### src/rtl/prog_rom_loader.sv
// Program memory for the CPU fetch port, filled from a valid/ready byte stream.
// The CPU is held in reset until a complete program has been loaded.
module prog_rom_loader #(
    parameter int ADDR_W = 8,
    parameter int DATA_W = 8
) (
    input  logic              clk,
    input  logic              n_reset,
    input  logic              ld_start,
    input  logic [ADDR_W-1:0] ld_len,
    input  logic              ld_valid,
    input  logic [DATA_W-1:0] ld_data,
    output logic              ld_ready,
    output logic              ld_done,
    input  logic [ADDR_W-1:0] rom_address,
    output logic [DATA_W-1:0] opcode1,
    output logic [DATA_W-1:0] opcode2,
    output logic              cpu_reset
);
    localparam int DEPTH = 1 << ADDR_W;

    typedef enum logic [1:0] {IDLE, LOAD, DONE, RUN} state_t;

    state_t            state_q, state_d;
    logic [ADDR_W-1:0] wr_ptr_q, wr_ptr_d;
    logic [ADDR_W:0]   remaining_q, remaining_d;
    logic [DATA_W-1:0] opcode1_q, opcode1_d;
    logic [DATA_W-1:0] opcode2_q, opcode2_d;
    logic [DATA_W-1:0] mem [DEPTH];
    logic              wr_en;
    logic [ADDR_W-1:0] rd_addr_hi;

    always_comb begin
        state_d     = state_q;
        wr_ptr_d    = wr_ptr_q;
        remaining_d = remaining_q;
        wr_en       = 1'b0;
        case (state_q)
            IDLE, RUN: begin
                if (ld_start) begin
                    state_d  = LOAD;
                    wr_ptr_d = '0;
                    // A zero length selects the whole memory, hence the extra counter bit.
                    remaining_d = (ld_len == '0) ? (ADDR_W+1)'(DEPTH) : {1'b0, ld_len};
                end
            end
            LOAD: begin
                if (ld_valid) begin
                    wr_en       = 1'b1;
                    wr_ptr_d    = wr_ptr_q + ADDR_W'(1);
                    remaining_d = remaining_q - (ADDR_W+1)'(1);
                    if (remaining_q == (ADDR_W+1)'(1)) begin
                        state_d = DONE;
                    end
                end
            end
            DONE:    state_d = RUN;
            default: state_d = IDLE;
        endcase
    end

    always_comb begin
        rd_addr_hi = rom_address + ADDR_W'(1);
        opcode1_d  = '0;
        opcode2_d  = '0;
        // Outside RUN the CPU sees the all-zero no-op opcode.
        if (state_q == RUN) begin
            opcode1_d = mem[rom_address];
            opcode2_d = mem[rd_addr_hi];
        end
    end

    always_ff @(posedge clk or negedge n_reset) begin
        if (!n_reset) begin
            state_q     <= IDLE;
            wr_ptr_q    <= '0;
            remaining_q <= '0;
            opcode1_q   <= '0;
            opcode2_q   <= '0;
        end else begin
            state_q     <= state_d;
            wr_ptr_q    <= wr_ptr_d;
            remaining_q <= remaining_d;
            opcode1_q   <= opcode1_d;
            opcode2_q   <= opcode2_d;
        end
    end

    // Memory has no reset so a program survives an aborted or repeated load.
    always_ff @(posedge clk) begin
        if (wr_en) begin
            mem[wr_ptr_q] <= ld_data;
        end
    end

    assign ld_ready  = (state_q == LOAD);
    assign ld_done   = (state_q == DONE);
    assign cpu_reset = (state_q != RUN);
    assign opcode1   = opcode1_q;
    assign opcode2   = opcode2_q;

endmodule

### config.mk
export PLATFORM = sky130hd
export DESIGN_NAME = prog_rom_loader
export DESIGN_NICKNAME = d
export VERILOG_FILES = /design/src/rtl/prog_rom_loader.sv
export SDC_FILE = /design/constraint.sdc
export NUM_CORES = 2
export LEC_CHECK = 0
export CAP_MARGIN = 15
export CORE_ASPECT_RATIO = 1.4
export CORE_MARGIN = 2
export CORE_UTILIZATION = 35
export DETAILED_ROUTE_END_ITERATION = 16
export PLACE_DENSITY = 0.57
export SLEW_MARGIN = 20
export SYNTH_ARGS = -nofsm -noshare
export SYNTH_HDL_FRONTEND = slang
export SYNTH_SLANG_ARGS = --single-unit
export TNS_END_PERCENT = 50
### constraint.sdc
create_clock -name clk -period 3.58 [get_ports clk]
set_input_delay 0.716 -clock clk [delete_from_list [all_inputs] [get_ports clk]]
set_output_delay 0.716 -clock clk [all_outputs]
set_load 0.01 [all_outputs]
==> results.json <==
{
  "hold_viol": 0,
  "wirelength_um": 337000,
  "skew_ns": 0.0517,
  "dieArea_um2": 284000,
  "first_global_vias": 60005,
  "min_path_type": "primary input to register",
  "synth_edf_count": 2048,
  "via_per_inst": 5.95,
  "cts_resized": 0,
  "clockBufferDepth": 4,
  "synth_area_per_cell_um2": 18.6,
  "dpl_cell_area_um2": 109000,
  "drcViolationCount": 0,
  "max_freq_ghz": 0.296,
  "final_core_util": 0.415,
  "cts_root_buffer": "clkbuf_16",
  "antenna_found_initial": 10,
  "yosys_register_bits": 2083,
  "syn-num-nets": 5315,
  "ios": 47,
  "layoutNonFillerInstCount": 9814,
  "critical_path_arrival_ns": 2.66,
  "vias": 58410,
  "async_reset_ff_frac": 0.0168,
  "synth_area_um2": 98000,
  "synth_warnings": 0,
  "synth_area_leaders": "edfxtp_1 (63%), mux4_2 (25%), nand2_1 (2.0%), nor2_1 (1.2%), nand3_1 (1.1%)",
  "cts_setup_buffers": 0,
  "drt_pass1_iterations": 6,
  "yosys.area.top_type": "edfxtp_1",
  "synthFlopType": "edfxtp_1",
  "grt_max_degree": 103,
  "worstSkewPairLatency_ns": 0.91,
  "cts-htree-levels": 4,
  "cts.sinks": 2083,
  "holdBufCountCts": 1,
  "yosys.cell_types.count": 68,
  "drv_slew": 0,
  "syn_inst": 5276,
  "fp.dieW_um": 451,
  "p_leak_nw": 37.3,
  "setup_violations": 0,
  "cap_violations": 0,
  "rows": 229,
  "fin_crit_sh": 0.943,
  "grt_pass1_wl_um": 471000,
  "grt_util_all_layers": 0.235,
  "finalCriticalPeriod_ns": 3.37,
  "seq_area_frac_synth": 0.637,
  "power.density_nw_per_um2": 489,
  "post_drt_wl_per_cell_um": 34.3,
  "cts_buffers": 213,
  "cts_tree": "yes",
  "worstSetupPathType": "register to output port",
  "fin_nets": 5984,
  "cp_data_required_time_ns": 2.86,
  "area_delta_synth_final_pct": 17.9,
  "drtIter0Drc": 6507,
  "start_util": 0.352,
  "critical_path.max_fanout": 5,
  "worst_setup_path_end_kind": "output port",
  "worst_slack_ns": 0.205,
  "die_h_um": 630,
  "drive_above_1_share": 0.374,
  "fin_area_um2": 115000,
  "hpwlAfterDp_um": 237000,
  "placedCellCount": 9425,
  "portBuffers": 46,
  "start_kind": "register",
  "vdd_ir_drop_max_v": 0.000378,
  "pre_cts_slack_ns": -0.553,
  "place.gp.congestion": 0.985,
  "tightestPinTransition_ns": 1.12,
  "synth_top_area_frac": 0.628,
  "hold_slack_ns": 0.275,
  "drtAntennaViolNets": 0,
  "status": "finished clean",
  "grt-ovfl-total": 0,
  "core_um2": 278000,
  "slew_headroom": 0.249,
  "rsz0062_at_grt": "no",
  "cts.clk_slew.worst_paths_ns": 0.06
}
## path summary, 6_finish.rpt
path                                     start              to  slack [ns]  cells past startpoint
worst max-delay path                state_q[0]       cpu_reset        0.21                      3
worst min-delay path                ld_data[7]     mem[252][7]        0.28                      1
worst max register to register     mem[139][1]      opcode1[1]        0.68                      6
worst min register to register  remaining_q[8]  remaining_q[8]        0.56                      1
max in group asynchronous              n_reset      opcode2[1]        2.35                      3
min in group asynchronous              n_reset  remaining_q[1]        0.42                      2
## cells in the mapped netlist (17+ instances only)
| library cell | instances |
|---|---|
| mux2i_1 | 105 |
| nand4_1 | 45 |
| o21ai_0 | 41 |
| mux4_2 | 1093 |
| a22oi_1 | 25 |
| nor2b_1 | 19 |
| o22ai_1 | 23 |
| buf_4 | 39 |
| clkbuf_1 | 149 |
| a21oi_1 | 94 |
| buf_2 | 170 |
| nor2_1 | 324 |
| buf_1 | 39 |
| edfxtp_1 | 2048 |
| o2111ai_1 | 33 |
| buf_6 | 25 |
| nand3_1 | 223 |
| o221ai_1 | 17 |
| dfrtp_1 | 35 |
| nand2_1 | 515 |
## where the power goes
group / switching (W) / internal [W]
logic: 0.00446 / 0.00303
registers: 0.000243 / 0.0269
clock network: 0.00973 / 0.0121
total: 0.0144 / 0.0421
## final cells by class
cell class              count  area, um^2
diodes                      5        12.5
clock buffers             244        5490
clock inverters           139        1160
fillers                 24555      163000
inverters                  13        56.3
multi-input cells        2755       33500
flip-flops and latches   2083       62400
well taps                3696        4620
repair buffers            879        8290
## through the flow
stage	power (W)	TNS, ns
after floorplan	0.0314	0
after global placement	0.0351	-5.21
after detailed placement	0.0351	-5.21
after CTS	0.0568	0
after global routing	0.0580	0
final	0.0565	0
## critical path: stages (launching register included)
cell and delay (ns):
dfrtp_1 0.43, ha_1 0.38, inv_1 0.21, clkdlybuf4s50_1 0.75
## metal layers
layer  vias to the layer above  routed length (um)  share of wire  global-route usage
met5                         -                  23       0.000068                   0
met3                       748               26200          0.078              0.0424
met1                     31296              115000           0.34               0.271
met2                      2859              170000           0.50               0.402
li1                      23503                   -              -                   -
met4                         4               25500          0.076               0.151
## flip-flops by register name (all words and copies together) (netlist names)
signal and flops:
mem 2048, opcode1 8, opcode2 8, remaining_q 9, state_q 2, wr_ptr_q 8
## cell families after synthesis
kind of cell / count (synthesis) / share of synthesized area
buf+inv: 438 / 0.0226
simple gates: 1183 / 0.0515
fa+ha+maj: 11 / 0.00140
mux: 1206 / 0.263
compound gates: 343 / 0.0237
xor+xnor: 12 / 0.00107
flops: 2083 / 0.637
## cell usage in the layout (no fill, tap or decap), drive strengths merged, types with 5 or more instances in the layout
cell           count
diode              5
and2               9
ha                11
a211oi            17
mux2i            105
clkbuf           252
o211ai             6
dfrtp             35
nand4             45
and3              14
inv               23
nor4               7
xnor2              7
a22oi             25
o221ai            17
a221oi            16
buf              839
o21ai             47
a31oi             16
a21oi             94
clkinvlp          16
mux4            1093
nor2             324
xor2               5
nor3               6
bufinv            16
clkdlybuf4s50     31
a22o              10
o41ai              9
mux2               8
nand3            223
clkinv            97
edfxtp          2048
o2111ai           33
and4               8
nor2b             19
nand2            515
o22ai             23
Power figures use the tool's default switching activity.
